==> src/rtl/vga_timing_pkg.sv <==
// Shared 640x480@60 Hz VGA timing constants and coordinate width, so the
// pixel-colour logic can reuse the same bounds as the sync generator.
package vga_timing_pkg;

  localparam int COORD_W = 10;

  localparam int H_DISPLAY = 640;
  localparam int H_FRONT   = 16;
  localparam int H_SYNC    = 96;
  localparam int H_BACK    = 48;

  localparam int V_DISPLAY = 480;
  localparam int V_FRONT   = 10;
  localparam int V_SYNC    = 2;
  localparam int V_BACK    = 33;

  localparam int SYNC_ACTIVE_LOW = 1;

  localparam int H_TOTAL      = H_DISPLAY + H_FRONT + H_SYNC + H_BACK;
  localparam int V_TOTAL      = V_DISPLAY + V_FRONT + V_SYNC + V_BACK;
  localparam int H_SYNC_START = H_DISPLAY + H_FRONT;
  localparam int H_SYNC_END   = H_SYNC_START + H_SYNC - 1;
  localparam int V_SYNC_START = V_DISPLAY + V_FRONT;
  localparam int V_SYNC_END   = V_SYNC_START + V_SYNC - 1;

endpackage

==> src/rtl/vga_hvsync_generator.sv <==
// Free-running VGA timing generator: beam counters, registered syncs aligned
// with the counters, and a combinational visible-area flag.
module vga_hvsync_generator #(
  parameter int H_DISPLAY       = vga_timing_pkg::H_DISPLAY,
  parameter int H_FRONT         = vga_timing_pkg::H_FRONT,
  parameter int H_SYNC          = vga_timing_pkg::H_SYNC,
  parameter int H_BACK          = vga_timing_pkg::H_BACK,
  parameter int V_DISPLAY       = vga_timing_pkg::V_DISPLAY,
  parameter int V_FRONT         = vga_timing_pkg::V_FRONT,
  parameter int V_SYNC          = vga_timing_pkg::V_SYNC,
  parameter int V_BACK          = vga_timing_pkg::V_BACK,
  parameter int SYNC_ACTIVE_LOW = vga_timing_pkg::SYNC_ACTIVE_LOW
) (
  input  logic                               clk,
  input  logic                               rst_n,
  output logic                               hsync,
  output logic                               vsync,
  output logic                               display_on,
  output logic [vga_timing_pkg::COORD_W-1:0] hpos,
  output logic [vga_timing_pkg::COORD_W-1:0] vpos
);

  import vga_timing_pkg::*;

  localparam int H_TOT = H_DISPLAY + H_FRONT + H_SYNC + H_BACK;
  localparam int V_TOT = V_DISPLAY + V_FRONT + V_SYNC + V_BACK;

  localparam logic [COORD_W-1:0] L_H_LAST   = COORD_W'(H_TOT - 1);
  localparam logic [COORD_W-1:0] L_V_LAST   = COORD_W'(V_TOT - 1);
  localparam logic [COORD_W-1:0] L_H_DISP   = COORD_W'(H_DISPLAY);
  localparam logic [COORD_W-1:0] L_V_DISP   = COORD_W'(V_DISPLAY);
  localparam logic [COORD_W-1:0] L_H_SS     = COORD_W'(H_DISPLAY + H_FRONT);
  localparam logic [COORD_W-1:0] L_H_SE     = COORD_W'(H_DISPLAY + H_FRONT + H_SYNC - 1);
  localparam logic [COORD_W-1:0] L_V_SS     = COORD_W'(V_DISPLAY + V_FRONT);
  localparam logic [COORD_W-1:0] L_V_SE     = COORD_W'(V_DISPLAY + V_FRONT + V_SYNC - 1);
  localparam logic               L_SYNC_IDLE = (SYNC_ACTIVE_LOW != 0) ? 1'b1 : 1'b0;

  logic [COORD_W-1:0] r_hpos;
  logic [COORD_W-1:0] r_vpos;
  logic               r_hsync;
  logic               r_vsync;

  logic               w_h_wrap;
  logic               w_v_wrap;
  logic [COORD_W-1:0] w_h_next;
  logic [COORD_W-1:0] w_v_next;
  logic               w_hsync_act;
  logic               w_vsync_act;

  // Next-state counters; wraps use >= so any unreachable value recovers to 0.
  always_comb begin
    w_h_wrap = (r_hpos >= L_H_LAST);
    w_v_wrap = (r_vpos >= L_V_LAST);
    w_h_next = '0;
    w_v_next = r_vpos;
    if (w_h_wrap) begin
      w_h_next = '0;
    end else begin
      w_h_next = r_hpos + 10'd1;
    end
    if (r_vpos > L_V_LAST) begin
      w_v_next = '0;
    end else if (w_h_wrap) begin
      if (w_v_wrap) begin
        w_v_next = '0;
      end else begin
        w_v_next = r_vpos + 10'd1;
      end
    end else begin
      w_v_next = r_vpos;
    end
  end

  // Sync decode on next-state values so the registered syncs line up with hpos/vpos.
  always_comb begin
    w_hsync_act = (w_h_next >= L_H_SS) && (w_h_next <= L_H_SE);
    w_vsync_act = (w_v_next >= L_V_SS) && (w_v_next <= L_V_SE);
  end

  // Beam position and sync registers.
  always_ff @(posedge clk or negedge rst_n) begin
    if (!rst_n) begin
      r_hpos  <= '0;
      r_vpos  <= '0;
      r_hsync <= L_SYNC_IDLE;
      r_vsync <= L_SYNC_IDLE;
    end else begin
      r_hpos  <= w_h_next;
      r_vpos  <= w_v_next;
      r_hsync <= L_SYNC_IDLE ^ w_hsync_act;
      r_vsync <= L_SYNC_IDLE ^ w_vsync_act;
    end
  end

  assign hpos       = r_hpos;
  assign vpos       = r_vpos;
  assign hsync      = r_hsync;
  assign vsync      = r_vsync;
  assign display_on = (r_hpos < L_H_DISP) && (r_vpos < L_V_DISP);

endmodule

==> config.mk <==
export PLATFORM = sky130hd
export DESIGN_NAME = vga_hvsync_generator
export DESIGN_NICKNAME = d
export VERILOG_FILES = /design/src/rtl/vga_timing_pkg.sv /design/src/rtl/vga_hvsync_generator.sv
export SDC_FILE = /design/constraint.sdc
export NUM_CORES = 1
export LEC_CHECK = 0
export CAP_MARGIN = 25
export CORE_ASPECT_RATIO = 0.6
export CORE_MARGIN = 2
export CORE_UTILIZATION = 55
export CTS_CLUSTER_SIZE = 30
export DETAILED_ROUTE_END_ITERATION = 7
export PLACE_DENSITY = 0.84
export SYNTH_ARGS = -nofsm -noshare
export SYNTH_HDL_FRONTEND = slang
export SYNTH_SLANG_ARGS = --single-unit
==> constraint.sdc <==
create_clock -name clk -period 2.8 [get_ports clk]
set_input_delay 0.56 -clock clk [delete_from_list [all_inputs] [get_ports clk]]
set_output_delay 0.56 -clock clk [all_outputs]
set_load 0.1 [all_outputs]
==> impl_metrics.env <==
export IMPL_run_status="finished clean"
export IMPL_vias_per_cell=6.005
export IMPL_first_global_vias=1038
export IMPL_die_width_um=67.34
export IMPL_hold_depth=1
export IMPL_internal_power_uw=445.1
export IMPL_critical_path_n_buffers_inverters=0
export IMPL_syn_to_final_growth_pct=20.51
export IMPL_clkSlewWorstSetupHoldPaths_ps=70
export IMPL_combPwrFrac_pct=1.5
export IMPL_synth_warning_count=0
export IMPL_synth_seq_cells=22
export IMPL_cts_max_level=1
export IMPL_critPathKind="reg2reg"
export IMPL_design_die_area_mm2=0.002828
export IMPL_wl_per_cell_um=15.61
export IMPL_timing_critical_path_arrival_ps=2170
export IMPL_min_period_ps=1988
export IMPL_critPathLaunchType="register"
export IMPL_drt_pass1_iterations=7
export IMPL_postSynthNetCount=145
export IMPL_synthesized_instance_count=140
export IMPL_cts_inserted_buffers=3
export IMPL_dieHeight_um=42
export IMPL_yosys_cell_types_count=48
export IMPL_synth_enable_flop_cells=0
export IMPL_initial_drc_count=115
export IMPL_worst_setup_path_end_kind="register"
export IMPL_final_layout_size_suffix_gt1_share_pct=25.30
export IMPL_fin_total_pwr_uw=549.5
export IMPL_total_global_routing_track_utilization_pct=23.80
export IMPL_clockRootBuffer="sky130_fd_sc_hd__clkbuf_8"
export IMPL_crit_cells=6
export IMPL_worst_endpoint_required_ps=2980
export IMPL_peakVddDrop_mv=0.2353
export IMPL_cts_hold_buf=0
export IMPL_synth_area_per_cell_um2=9.456
export IMPL_wire_length_of_the_first_global_routing_pass_mm=5.009
export IMPL_post_synth_top_area_cell="sky130_fd_sc_hd__dfrtp_1"
export IMPL_p_leak_uw=0.0007580
export IMPL_remaining_drc_errors=0
export IMPL_synth_seq_area_share_pct=41.78
export IMPL_critical_path_top_delay_family="simple AND/OR/NAND/NOR gates"
export IMPL_grt_overflow_total=0
export IMPL_share_clk_of_total_power_pct=40.7
export IMPL_antennaDiodeCount=0
export IMPL_io_pin_count=25
export IMPL_place_congestion=0.9274
export IMPL_slew_violations=0
export IMPL_tritoncts="done"
export IMPL_n_fill_cell=170
export IMPL_fin_tns_setup_ps=0
export IMPL_portBuffers=24
export IMPL_synth_async_reset_ratio_pct=100.0
export IMPL_num_rows=13
export IMPL_final_nets=172
export IMPL_start_util_pct=59.40
export IMPL_critical_path_max_fanout=5
export IMPL_fp_coreArea_mm2=0.002228
export IMPL_rsz0062_at_grt="no"
export IMPL_netlist_area_leader_share_pct=37.81
export IMPL_maximum_buffer_depth_of_the_clock_tree=2
export IMPL_switching_share_pct=19.01
export IMPL_remaining_max_slew_budget_at_the_tightest_pin_pct=70.78
export IMPL_yosys_top_cells_count="21 x sky130_fd_sc_hd__nor2_1, 20 x sky130_fd_sc_hd__dfrtp_1, 8 x sky130_fd_sc_hd__nand2_1"
export IMPL_worst_hold_path_type="reg2reg"
export IMPL_cellPowerDensity_mw_per_mm2=344.5
export IMPL_min_period_over_period_pct=71.01
export IMPL_max_stage_delay_ps=420
export IMPL_reg2reg_depth=6
export IMPL_skew_ps=6.126
export IMPL_p_switching_uw=104.4
export IMPL_route_antenna_remaining_nets=0
export IMPL_yosysMostFrequentCell="sky130_fd_sc_hd__nor2_1"
export IMPL_numClockSinks=22
export IMPL_dr_total_vias=1177
export IMPL_cts_resized_gates=0
export IMPL_crit_path_top_delay_cell="sky130_fd_sc_hd__dfrtp_1"
export IMPL_netlist_area_mm2=0.001324
export IMPL_setup_violations_final=0
export IMPL_timing_fmax_mhz=503.0
export IMPL_post_cts_setup_buffer_count=0
export IMPL_yosys_top_cells_area="sky130_fd_sc_hd__dfrtp_1 38%, sky130_fd_sc_hd__nor2_1 6.0%, sky130_fd_sc_hd__xnor2_1 4.6%, sky130_fd_sc_hd__dfstp_2 4.0%, sky130_fd_sc_hd__ha_1 2.8%"
export IMPL_drv_cap=0
export IMPL_hold_viol=0
export IMPL_worst_skew_late_latency_ps=260
export IMPL_slew_at_the_pin_closest_to_its_max_slew_limit_ps=433.7
export IMPL_detailedPlacementHpwl_mm=2.320
export IMPL_route_final_wire_length_mm=3.059
export IMPL_maximum_number_of_pins_on_one_net_before_global_route_repair=23
export IMPL_cp_cell_sequence="ha_1 -> and4_2 -> o21ai_0 -> o22ai_1 -> nor4b_2 -> nand4b_1"
export IMPL_initial_antenna_violation_count=0
export IMPL_postSynth_topFlopCell="sky130_fd_sc_hd__dfrtp_1"
export IMPL_seqPwrFrac_pct=57.8
==> power by group through the flow <==
| stage | clock (µW) | combinational (µW) | sequential (µW) |
|---|---|---|---|
| after floorplan | 0 | 0.000326 | 324 |
| after global placement | 0 | 8.22 | 324 |
| after global routing | 239 | 9.49 | 318 |
| after CTS | 228 | 8.62 | 318 |
| after detailed placement | 0 | 8.68 | 324 |
| final | 224 | 8.19 | 318 |
==> final timing paths <==
kind	start	slack, ps	end
min reg2reg	hpos[0]	520	hpos[0]
min	hpos[0]	520	hpos[0]
min in group asynchronous	rst_n	650	hpos[6]
max reg2reg	hpos[0]	810	vsync
max	hpos[0]	810	vsync
max in group asynchronous	rst_n	1870	vsync
==> routing by layer <==
metal / wire (µm) / part of all wire (%) / up-vias / GRT usage, %
met1: 1449 / 47 / 547 / 35.29
met4: 48 / 1.6 / 0 / 7.755
met2: 1316 / 43 / 60 / 33.66
li1: - / - / 563 / -
met5: 0 / 0 / - / 0
met3: 244 / 8.0 / 7 / 6.183
==> cell type report <==
type	count	area (µm²)	share of cell area, %
Multi-Input combinational cell	107	721.9	45.25
Sequential cell	22	553.0	34.67
Timing Repair Buffer	27	205.2	12.86
Clock buffer	4	55.05	3.451
Tap cell	30	37.54	2.353
Inverter	6	22.52	1.412
==> sequential cells by signal (all words and copies together), names as in the netlist <==
| name | cells |
|---|---|
| vpos | 10 |
| hsync | 1 |
| hpos | 10 |
| vsync | 1 |
==> stage by stage <==
| step | instance area, µm² | util, % | cells | setup slack [ps] | hold slack [ps] |
|---|---|---|---|---|---|
| after floorplan | 1326 | - | 140 | 213.5 | 264.4 |
| after global placement | 1540 | 69.12 | 192 | 880.7 | 486.3 |
| after detailed placement | 1540 | 69.12 | 192 | 807.6 | 514.8 |
| after CTS | 1595 | 71.59 | 196 | 804.1 | 526.1 |
| after global routing | 1595 | 71.59 | 196 | 675.9 | 562.3 |
| final | 1595 | 71.59 | 196 | 811.8 | 522.6 |
==> cells in the final DEF, fill, tap and decap left out, types with 3 or more instances in the layout <==
master | synthesis | final
sky130_fd_sc_hd__buf_4 | 0 | 26
sky130_fd_sc_hd__nand2_1 | 8 | 8
sky130_fd_sc_hd__xnor2_1 | 7 | 7
sky130_fd_sc_hd__nor3_1 | 3 | 3
sky130_fd_sc_hd__and3_1 | 4 | 4
sky130_fd_sc_hd__clkbuf_8 | 0 | 4
sky130_fd_sc_hd__nor2_1 | 21 | 20
sky130_fd_sc_hd__nand4_1 | 4 | 4
sky130_fd_sc_hd__inv_1 | 6 | 6
sky130_fd_sc_hd__o21ai_0 | 3 | 3
sky130_fd_sc_hd__dfrtp_1 | 20 | 20
sky130_fd_sc_hd__nand3_1 | 4 | 4
sky130_fd_sc_hd__ha_1 | 3 | 3
sky130_fd_sc_hd__and2_1 | 4 | 4
sky130_fd_sc_hd__a21oi_1 | 3 | 3
sky130_fd_sc_hd__o22ai_1 | 5 | 5
sky130_fd_sc_hd__xor2_1 | 4 | 4
==> logic make-up after synthesis <==
kind of cell             share of synthesized area [%]
AO/OA/AOI/OAI                                    15.31
XOR/XNOR                                         7.278
adder cells (fa/ha/maj)                          2.836
buffers and inverters                            3.875
flip-flops                                       41.78
multiplexers                                     1.512
AND/OR/NAND/NOR                                  27.41
Note: power is estimated with default switching activity, not from simulation.
